## src/rtl/uart_pkg.sv

```systemverilog
// Shared UART constants: default divisors (50 MHz system clock) and the
// oversample-phase width helper used by the baud generators.
package uart_pkg;

  localparam int CLK_HZ      = 50_000_000;
  localparam int OVS_DEFAULT = 16;

  // Period = int + 1 + frac/16 clk cycles per oversample tick.
  localparam logic [15:0] DIV_115200_INT  = 16'd26;
  localparam logic [3:0]  DIV_115200_FRAC = 4'd2;
  localparam logic [15:0] DIV_9600_INT    = 16'd324;
  localparam logic [3:0]  DIV_9600_FRAC   = 4'd8;

  function automatic int phase_w(input int ovs);
    return (ovs <= 2) ? 1 : $clog2(ovs);
  endfunction

endpackage

```

## src/rtl/frac_accum.sv

```systemverilog
// First-order fractional accumulator: each step adds inc modulo 2^FRAC_W and
// registers the overflow as carry.
module frac_accum #(
  parameter int FRAC_W = 4
) (
  input  logic              clk,
  input  logic              rst,
  input  logic              clr,
  input  logic              step,
  input  logic [FRAC_W-1:0] inc,
  output logic [FRAC_W-1:0] acc,
  output logic              carry
);

  always_ff @(posedge clk or negedge rst) begin
    if (!rst) begin
      acc   <= '0;
      carry <= 1'b0;
    end else if (clr) begin
      acc   <= '0;
      carry <= 1'b0;
    end else if (step) begin
      {carry, acc} <= {1'b0, acc} + {1'b0, inc};
    end
  end

endmodule

```

## src/rtl/baud_gen_frac.sv

```systemverilog
// Fractional baud generator: oversample tick from an int.frac divisor, plus
// mid-bit / bit-boundary strobes, phase and legacy br square wave.
module baud_gen_frac
  import uart_pkg::*;
#(
  parameter int                DIV_W    = 16,
  parameter int                FRAC_W   = 4,
  parameter int                OVS      = OVS_DEFAULT,
  parameter logic [DIV_W-1:0]  DEF_INT  = 16'd26,
  parameter logic [FRAC_W-1:0] DEF_FRAC = 4'd0,
  localparam int               PH_W     = phase_w(OVS)
) (
  input  logic              clk,
  input  logic              rst,
  input  logic              en,
  input  logic [DIV_W-1:0]  div_int,
  input  logic [FRAC_W-1:0] div_frac,
  input  logic              div_load,
  output logic              os_tick,
  output logic              mid_tick,
  output logic              bit_tick,
  output logic              br,
  output logic [PH_W-1:0]   os_phase
);

  logic [DIV_W-1:0]  sh_int, act_int, nxt_int;
  logic [FRAC_W-1:0] sh_frac, act_frac, nxt_frac;
  logic [DIV_W:0]    cnt, lim;
  logic [FRAC_W-1:0] acc;
  logic              carry, wrap;

  // A load on the same edge as a tick must reach the next period directly.
  assign nxt_int  = div_load ? div_int  : sh_int;
  assign nxt_frac = div_load ? div_frac : sh_frac;
  assign lim      = {1'b0, act_int} + {{DIV_W{1'b0}}, carry};
  assign wrap     = en && (cnt == lim);

  always_ff @(posedge clk or negedge rst) begin
    if (!rst) begin
      sh_int  <= DEF_INT;
      sh_frac <= DEF_FRAC;
    end else if (div_load) begin
      sh_int  <= div_int;
      sh_frac <= div_frac;
    end
  end

  // Active divisor only changes at a period boundary or while idle.
  always_ff @(posedge clk or negedge rst) begin
    if (!rst) begin
      act_int  <= DEF_INT;
      act_frac <= DEF_FRAC;
    end else if (!en || wrap) begin
      act_int  <= nxt_int;
      act_frac <= nxt_frac;
    end
  end

  frac_accum #(.FRAC_W(FRAC_W)) u_accum (
    .clk   (clk),
    .rst   (rst),
    .clr   (!en),
    .step  (wrap),
    .inc   (act_frac),
    .acc   (acc),
    .carry (carry)
  );

  always_ff @(posedge clk or negedge rst) begin
    if (!rst) begin
      cnt      <= '0;
      os_phase <= '0;
      os_tick  <= 1'b0;
      mid_tick <= 1'b0;
      bit_tick <= 1'b0;
      br       <= 1'b0;
    end else if (!en) begin
      cnt      <= '0;
      os_phase <= '0;
      os_tick  <= 1'b0;
      mid_tick <= 1'b0;
      bit_tick <= 1'b0;
    end else if (wrap) begin
      cnt      <= '0;
      os_phase <= os_phase + PH_W'(1);
      os_tick  <= 1'b1;
      mid_tick <= (os_phase == PH_W'(OVS/2 - 1));
      bit_tick <= (os_phase == PH_W'(OVS - 1));
      if (os_phase == PH_W'(OVS - 1)) br <= ~br;
    end else begin
      cnt      <= cnt + (DIV_W+1)'(1);
      os_tick  <= 1'b0;
      mid_tick <= 1'b0;
      bit_tick <= 1'b0;
    end
  end

  logic unused;
  assign unused = ^acc;

endmodule

```

## config.mk

```make
export PLATFORM = sky130hd
export DESIGN_NAME = baud_gen_frac
export DESIGN_NICKNAME = d
export VERILOG_FILES = /design/src/rtl/uart_pkg.sv /design/src/rtl/frac_accum.sv /design/src/rtl/baud_gen_frac.sv
export SDC_FILE = /design/constraint.sdc
export NUM_CORES = 1
export LEC_CHECK = 0
export ABC_AREA = 1
export CAP_MARGIN = 10
export CORE_UTILIZATION = 40
export CTS_CLUSTER_DIAMETER = 150
export DETAILED_ROUTE_END_ITERATION = 16
export SETUP_SLACK_MARGIN = 0.15
export SLEW_MARGIN = 20
export SYNTH_ARGS = -nofsm -noshare
export SYNTH_HDL_FRONTEND = slang
export SYNTH_SLANG_ARGS = --single-unit
export TNS_END_PERCENT = 20
```

## constraint.sdc

```tcl
create_clock -name clk -period 2.58 [get_ports clk]
set_clock_uncertainty 0.1 [all_clocks]
set_input_delay 0.258 -clock clk [delete_from_list [all_inputs] [get_ports clk]]
set_output_delay 0.258 -clock clk [all_outputs]
set_load 0.02 [all_outputs]
```

# Word-level counts from Yosys, hierarchy flattened
# Cells that the tools add are included.
# classes
addsub,4
n_eq_ne,4
n_mux,16
n_bitwise,1
n_reduce_logical,4
# op_table
op,count
$mux W17,2
$mux W4,5
$add A16 B1 Y17,1
$add A17 B1 Y17 const B,1
$eq A17 B17 Y1,1
$mux W16,1
$mux W1,8
$add A4 B4 Y5,1
$add A4 B1 Y4 const B,1
$eq A4 B3 Y1 const B,1
$eq A4 B4 Y1 const B,1
$reduce_and A3 Y1,1
$ne A2 B1 Y1 const B,1
$logic_and A1 B1 Y1,1
$logic_not A1 Y1,1
$logic_or A1 B1 Y1,1
$not A1 Y1,1
# totals
register_bits,70
out_inout_bits,8
elab_cells,41

# Longest topological paths before layout
# Gate-level depths: netlist of run 1.
# logic_depth
ltp_word,5
depth_mapped,17

# Hierarchy
# Synthesis of run 1 repeated with hierarchy kept, for this count alone.
# hier_totals
cells_unflattened,463
hier_area_um2,3756.1
# by_module_without_submodules
module,instances,cells_per_inst,area_each_um2,seq_area_each_um2
baud_gen_frac,1,422,3417.0,1634.1
frac_accum,1,41,339.1,125.1

# Least setup slack after synthesis of run 1
# Ideal clock, no wire load.
# synth_path
path_kind,register -> register
from,reg act_int[0]
to,reg os_phase[0]
setup_time_ns,0.135
arrival_time_ns,1.984
t_required_ns,2.345
path_slack_ns,0.360
stages_incl_launch_ff,15
path_buffers,1
cell_sequence,dfrtp_1 ha_1 ha_1 nand2_1 nor2_4 nand2_1 inv_2 nand3_1 xor2_1 nand3_1 nor2_2 nand2_4 buf_4 nand3_1 o21ai_0
# synth_via
elab_chain_cells,4
# synth_lines
element,line_no,rtl
start: declaration,baud_gen_frac.sv:26,"logic [DIV_W-1:0] sh_int, act_int, nxt_int;"
start signal: assignment,baud_gen_frac.sv:54,act_int <= nxt_int;
$add A16 B1 Y17,baud_gen_frac.sv:35,"assign lim = {1'b0, act_int} + {{DIV_W{1'b0}}, carry};"
$eq A17 B17 Y1,baud_gen_frac.sv:36,assign wrap = en && (cnt == lim);
$logic_and A1 B1 Y1,baud_gen_frac.sv:36,
$ne A2 B1 Y1 (no source line),n/a,
end signal: assignment,baud_gen_frac.sv:85,os_phase <= os_phase + PH_W'(1);
end: declaration,baud_gen_frac.sv:23,output logic [PH_W-1:0] os_phase
# No other way between the ends.
# A chain may end at the register's enable or synchronous reset.

# Worst setup path after layout of run 1
# layout_path
from,reg u_accum.carry
to,reg u_accum.acc[1]
# layout_via
elab_chain_cells,4
# layout_lines
element,line_no,rtl
start: declaration,frac_accum.sv:12,output logic carry
start signal: assignment,frac_accum.sv:23,"{carry, acc} <= {1'b0, acc} + {1'b0, inc};"
$add A16 B1 Y17,baud_gen_frac.sv:35,
$eq A17 B17 Y1,baud_gen_frac.sv:36,
$logic_and A1 B1 Y1,baud_gen_frac.sv:36,
$ne A2 B1 Y1 (no source line),n/a,
end signal: assignment,frac_accum.sv:23,
end: declaration,frac_accum.sv:11,"output logic [FRAC_W-1:0] acc,"
# No other way between the ends.

==> flow_summary_export.csv, run 1 <==
group,metric,value,unit
run_status,status,"complete, no violations",
clock_network,tritoncts,"built",
critical_path,cp_slowest_stage_delay,0.41,ns
clock_network,clock_latency,0.35,ns
critical_path,crit_buf_inv,2,
detailed_routing,avgViaCountPerCell,5.083,
layout,nFillCells,801,
detailed_routing,wl,8955,um
global_routing,grt_antenna_before_repair,0,
detailed_routing,drc_errors,0,
critical_path,cpLargestDelayFamily,"simple AND/OR/NAND/NOR gates",
yosys,syn-cell-area,3749,um2
critical_path,crit_path_start_kind,"register",
layout,diodes,0,
clock_network,numClockSinks,70,
critical_path,path_class,"reg -> reg",
critical_path,arrival,2.69,ns
place,io_buffers,31,
clock_network,h-tree-depth,3,
clock_network,ctsLongestPathBuffers,2,
sta,slew_viol_final,0,
global_routing,grt_overflow,0,
yosys,seq_area_frac_synth,46.93,%
floorplanning,core,8891,um2
global_routing,grt_pass1_vias,2984,
sta,fin_crit_sh,98.71,%
clock_network,path_clk_slew,0.08,ns
yosys,ys_ff_latch,70,
sta,fmax,392.7,MHz
layout,final_core_util,53.18,%
run,maxCapViolations,0,
clock_network,numCtsBuffers,9,
global_routing,grtUsageTotal,19.44,%
yosys,ys_types,34,
detailed_routing,vias,3080,
floorplanning,dieArea,9762,um2
detailed_routing,wl_per_cell,14.78,um
sta,rsz0062_at_grt,"yes",
critical_path,path_common_cell,"nand2_1",
sta,max_slew_margin,53.30,%
power,max-vdd-ir-drop,331.3,uV
layout,fin_nets,526,
floorplanning,start_util,42.16,%
floorplanning,die_y,98.81,um
global_routing,grt_max_degree,49,
critical_path,worstPathRequired,2.72,ns
critical_path,path_max_fanout,8,
floorplanning,io_pins,32,
min_path,hp-class,"in -> async",
sta,worst_pin_slew,0.7004,ns
sta,hold_violations,0,
layout,drive_gt1_share,21.49,%
sta,period_minus_slack,2.547,ns
sta,finalSetupTns,0,ns
place,routabilityCongestion,0.8985,
detailed_routing,drt_iter0_drc,138,
global_routing,grt_pass1_wl,14690,um
floorplanning,fp.dieW,98.81,um
place,dp_hpwl,5730,um
detailed_routing,ant_nets,0,
yosys,synth_nets,479,
detailed_routing,first_pass_iters,4,
yosys,yosys_warnings,0,
critical_path,crit_chain,"ha_4, ha_4, inv_2, nand2_1, nand2_1, nor2_1, nand3_1, nor2_1, nand2_1, nor2_2, nand3_2, nor2_4, nand2_8, buf_8, nand3_1, nand2_1",
layout,area.growth.synth_to_final,26.13,%
yosys,syn_inst,446,
power,p_leak,0.002195,uW
critical_path,cp_slowest_cell,"dfrtp_1",
yosys,avgSynthCellArea,8.405,um2
clock_network,cts_root_buffer,"clkbuf_8",
sta,setup_viol,0,
critical_path,worst_setup_path_end_kind,"register",
power,power.density,557.2,nW/um2
floorplanning,rows,34,
-- power by group --
part	internal, uW	switching [uW]
Combinational	156	209
Clock	577	452
Sequential	1180	64.5
Total	1910	725
-- sequential cells by signal (all words and copies together), names as in the netlist, 4 cells and up --
signal,cells
act_frac,4
act_int,16
cnt,17
os_phase,4
sh_frac,4
sh_int,16
u_accum.acc,4
-- worst paths after layout --
check                               from        endpoint  slack, ns  cells past startpoint
min in group clk                      en     act_frac[1]       0.38                      3
max                        u_accum.carry  u_accum.acc[1]       0.03                     16
min                                  rst      sh_int[15]       0.34                      2
max reg2reg                u_accum.carry  u_accum.acc[1]       0.03                     16
min reg2reg                   sh_int[15]      sh_int[15]       0.40                      1
max in group asynchronous            rst      act_int[1]       1.35                      3
-- Yosys cell counts --
| library cell | instances | area [um2] |
|---|---|---|
| buf_2 | 2 | 10.01 |
| xor2_1 | 10 | 87.58 |
| dfstp_2 | 6 | 157.7 |
| o21ai_0 | 12 | 60.06 |
| a21o_1 | 1 | 7.510 |
| nand3_2 | 1 | 10.01 |
| nor2_4 | 2 | 22.52 |
| nand4_1 | 7 | 43.79 |
| dfrtp_1 | 64 | 1602 |
| nand3_1 | 50 | 250.2 |
| nand2_2 | 1 | 6.260 |
| clkbuf_1 | 2 | 7.510 |
| mux2_2 | 20 | 225.2 |
| nor2_2 | 5 | 31.28 |
| inv_1 | 44 | 165.2 |
| fa_1 | 1 | 20.02 |
| o31ai_1 | 1 | 7.510 |
| buf_6 | 3 | 33.78 |
| nand2_4 | 1 | 11.26 |
| nand3b_1 | 1 | 7.510 |
| o21bai_1 | 1 | 7.510 |
| ha_1 | 8 | 100.1 |
| clkinv_1 | 1 | 3.750 |
| a21oi_1 | 4 | 20.02 |
| nand2_1 | 129 | 484.2 |
| inv_2 | 2 | 7.510 |
| buf_1 | 2 | 7.510 |
| buf_4 | 2 | 15.01 |
| nand2_8 | 1 | 20.02 |
| nor3_1 | 9 | 45.04 |
| nor4_1 | 1 | 6.260 |
| xnor2_1 | 11 | 96.34 |
| nor2_1 | 38 | 142.6 |
| o21ai_2 | 3 | 26.28 |
-- timing repair --
item	in CTS	in global routing
endpoints found under the setup margin	47	50
pin swaps	3	19
endpoints found under the hold margin	18	0
resized for setup	11	43
hold buffers	1	0
buffers inserted	0	1
gates cloned	5	2
-- through the flow --
stage / setup WS, ns / hold slack (ns) / instances / instance area, um2 / total power, uW
floorplan: 0.3604 / -0.1376 / 446 / 3749 / 1458
global placement: 0.06494 / 0.1739 / 581 / 4180 / 1573
detailed placement: -0.001917 / 0.1812 / 581 / 4180 / 1578
CTS: 0.1103 / 0.3568 / 603 / 4519 / 2633
global route: -0.07195 / 0.3952 / 606 / 4728 / 2760
finish: 0.03333 / 0.3356 / 606 / 4728 / 2635
-- layout make-up --
cell class	count	area, um2	share of cell area (%)
Clock buffer	10	137.6	2.911
Inverter	47	176.4	3.731
Sequential cell	70	1759	37.21
Clock inverter	6	93.84	1.985
Multi-Input combinational cell	324	2003	42.37
Tap cell	108	135.1	2.858
Timing Repair Buffer	41	422.9	8.944
-- kinds of logic after synthesis --
logic type,Yosys count,share of synthesized area [%]
AND/OR/NAND/NOR,246,28.84
flip-flops,70,46.93
multiplexers,20,6.008
AO/OA/AOI/OAI,22,3.438
adder cells (fa/ha/maj),9,3.204
buffers and inverters,58,6.676
XOR/XNOR,21,4.906
-- cells in the final DEF, fill, tap and decap left out, types with 3 or more instances in the layout --
cell type / count
o21ai_2: 7
a21oi_1: 4
nand2_2: 4
nand4_1: 7
dfstp_2: 6
nand2_8: 4
mux2_2: 20
o21ai_0: 7
clkbuf_8: 10
nand2_4: 7
inv_1: 43
nor3_1: 5
nor3_2: 4
buf_4: 5
dfrtp_1: 64
nor2_4: 4
clkdlybuf4s50_1: 29
nand3_2: 10
nor2_2: 8
xor2_1: 10
xnor2_1: 11
nand2_1: 123
inv_2: 3
ha_1: 6
nor2_1: 33
nand3_1: 40
-- metal layers --
metal	GRT usage (%)	wire (um)	vias up
met3	3.759	390	11
met1	27.13	4241	1472
li1	-	-	1533
met4	6.315	129	0
met5	0	0	-
met2	30.45	4195	64
No activity file was read; power rests on OpenSTA's default activity.
==> run 2, diff against run 1 <==
- SYNTH_HIERARCHICAL: unset -> 1
==> run 2 against run 1 <==
- critical path depth rose by 1
- core utilization rose by 2.3 points
- clock-buffer cell count did not move
- power rose by 1.1%
- global-route usage rose by 0.40 points
- sequential share of layout area fell by 1.6 points
- area after synthesis rose by 0.20%
- die area rose by 0.20%
- non-clock buffer count rose by 16
- critical path type unchanged
- largest cell class unchanged
==> flow_summary_export.csv, run 2 <==
group,metric,value,unit
sta,finalSetupTns,0,ns
clock_network,cts_root_buffer,"clkbuf_8",
detailed_routing,drt_iter0_drc,132,
yosys,yosys_warnings,6,
detailed_routing,avgViaCountPerCell,5.028,
critical_path,worstPathRequired,2.71,ns
power,p_int,1943,uW
sta,slew_viol_final,0,
power,power.density,539.8,nW/um2
critical_path,path_class,"reg -> reg",
critical_path,crit_path_start_kind,"register",
yosys,ys.flop_type,"dfrtp_1",
place,routabilityCongestion,0.8624,
global_routing,grtUsageTotal,19.84,%
yosys,synth.most_common_cell,"nand2_1",
yosys,synthSimpleGateAreaFrac,29.31,%
power,switching_power,720.5,uW
sta,setup_viol,0,
critical_path,cp_slowest_cell,"dfrtp_1",
sta,max_slew_margin,69.23,%
global_routing,grt_antenna_before_repair,0,
layout,diodes,0,
sta,fmax,397.7,MHz
place,io_buffers,31,
min_path,hp-class,"in -> async",
sta,hold_violations,0,
floorplanning,fp.dieW,98.91,um
layout,final_cell_mix,"nand2_1 (110), dfrtp_1 (64), inv_1 (50)",
layout,final_common_cell,"nand2_1",
clock_network,numCtsBuffers,9,
power,p_leak,0.002271,uW
layout,final_core_util,55.50,%
place,dp_hpwl,6195,um
yosys,synth_top_cell_by_area,"dfrtp_1",
floorplanning,core,8891,um2
yosys,syn-cell-area,3756,um2
layout,reg_top3,"cnt: 17 flops, act_int: 16 flops, sh_int: 16 flops",
yosys,synth_mux_area_share,5.996,%
layout,area.growth.synth_to_final,31.38,%
layout,nFillCells,812,
clock_network,path_clk_slew,0.08,ns
sta,fin_hold_ws,0.2297,ns
yosys,synth_top_area_share,42.64,%
floorplanning,io_pins,32,
floorplanning,start_util,42.25,%
critical_path,crit_chain,"ha_4, ha_4, nand2_2, nor2_4, buf_6, nand3_1, nand2_2, nand2_1, nand2_1, nand3_2, nor2_4, nand2_4, buf_6, nand2_8, buf_6, clkbuf_16, o21ai_1",
run,maxCapViolations,0,
layout,drive_gt1_share,24.90,%
global_routing,grt_overflow,0,
power,clkPwrFrac,38.2,%
detailed_routing,ant_nets,0,
yosys,synth_top_family_by_area,"simple AND/OR/NAND/NOR gates",
critical_path,arrival,2.65,ns
floorplanning,dieArea,9782,um2
critical_path,cp_slowest_stage_delay,0.41,ns
power,max-vdd-ir-drop,336.5,uV
yosys,netlist_top_cells_area,"dfrtp_1 (43%), nand2_1 (13%), nand3_1 (6.1%)",
sta,rsz0062_at_grt,"yes",
yosys,seq_area_frac_synth,46.84,%
clock_network,h-tree-depth,3,
sta,worst_pin_slew,0.4606,ns
yosys,synth_compound_area_share,4.297,%
detailed_routing,first_pass_iters,4,
detailed_routing,vias,3188,
clock_network,numClockSinks,70,
critical_path,path_max_fanout,6,
yosys,ys_async_sr_fraction,100.0,%
layout,largest_reg_flops,17,
yosys,synthXorXnorAreaFrac,3.031,%
sta,period_minus_slack,2.514,ns
yosys,yosys.area_share.adder,3.198,%
yosys,synthTopCellsByCount,"nand2_1 (131), dfrtp_1 (64), inv_1 (53)",
global_routing,grt_max_degree,60,
yosys,synth_nets,496,
critical_path,r2r_cells,17,
power,p_seq_share,46.5,%
clock_network,tritoncts,"built",
global_routing,grt_pass1_wl,15160,um
clock_network,clock_latency,0.35,ns
critical_path,path_common_cell,"buf_6",
floorplanning,rows,34,
yosys,ys_types,31,
yosys,syn_inst,463,
critical_path,worst_setup_path_end_kind,"register",
power,swShare,27.05,%
layout,top_register,"cnt",
run_status,status,"complete, no violations",
layout,final_cell_area,4935,um2
yosys,synth_edf_count,0,
clock_network,ctsLongestPathBuffers,2,
layout,fin_nets,554,
global_routing,grt_pass1_vias,3286,
sta,fin_crit_sh,97.45,%
floorplanning,die_y,98.91,um
detailed_routing,drc_errors,0,
yosys,ys_ff_latch,70,
detailed_routing,wl,8761,um
power,combPwrFrac,15.3,%
detailed_routing,wl_per_cell,13.82,um
place,dpl_cell_area,4267,um2
yosys,avgSynthCellArea,8.113,um2
## run 2: cell types whose count changed after synthesis, moves of 3 or more
| cell | previous run | this run |
|---|---|---|
| xnor2_1 | 11 | 5 |
| o21ai_0 | 12 | 8 |
| inv_1 | 44 | 53 |
| nor2_1 | 38 | 45 |
| nand4_1 | 7 | 12 |
| o21ai_2 | 3 | 0 |
| nand3_1 | 50 | 46 |
| o21ai_1 | 0 | 15 |
## run 2: worst paths after layout
path,start,end,slack (ns)
min in group clk,u_accum/acc[3],u_accum/acc[3],0.40
worst min register to register,u_accum/acc[3],u_accum/acc[3],0.40
worst max register to register,act_int[0],act_int[5],0.07
worst min-delay path,rst,sh_int[7],0.23
max in group asynchronous,rst,act_int[1],1.49
worst max-delay path,act_int[0],act_int[5],0.07
## run 2: layout make-up
cell class / count / area, um2 / share of cell area (%)
Multi-Input combinational cell: 327 / 1939 / 39.30
Sequential cell: 70 / 1759 / 35.65
Timing Repair Buffer: 57 / 659.4 / 13.36
Inverter: 56 / 210.2 / 4.260
Clock buffer: 10 / 137.6 / 2.789
Tap cell: 108 / 135.1 / 2.738
Clock inverter: 6 / 93.84 / 1.902
## run 2: metal layers
metal / global-route usage, % / share of wire (%)
met4: 5.511 / 1.2
met2: 34.10 / 50
met3: 5.319 / 4.3
met5: 0 / 0
met1: 24.52 / 45
## run 2: power by group through the flow
stage | registers [uW] | clock network [uW] | logic, uW
global route | 1250 | 1090 | 459
finish | 1240 | 1020 | 408
CTS | 1240 | 1040 | 373
detailed placement | 1260 | 0 | 331
global placement | 1250 | 0 | 325
floorplan | 1230 | 0 | 223
## run 2: worst max-delay path: cells and delay by family (launching register included)
kind,cells,cell delay [ns]
flops,1,0.41
compound gates,1,0.05
simple gates,10,0.96
fa+ha+maj,2,0.32
buf+inv,4,0.52
## run 2: kinds of logic after synthesis
| kind of cell | count (synthesis) |
|---|---|
| AOI/OAI and AO/OA | 31 |
| xor gates and xnor gates | 13 |
| adders and majority gates | 9 |
| buffers and inverters | 66 |
| DFF | 70 |
| muxes | 20 |
| and+or+nand+nor | 254 |
## run 2: timing repair
action	4_1_cts	5_1_grt
resized for setup	27	48
setup endpoints to repair	44	48
hold buffers	1	0
cloned	2	2
setup buffers	6	2
pin swaps	7	19
endpoints found under the hold margin	11	0
## run 2: stage by stage
step,setup slack (ns),power [uW],instances
2_1_floorplan,0.1825,1458,463
3_3_place_gp,-0.01338,1580,605
3_5_place_dp,-0.1187,1587,605
4_1_cts,0.07162,2652,630
5_1_grt,-0.09898,2801,634
6_report,0.06577,2664,634
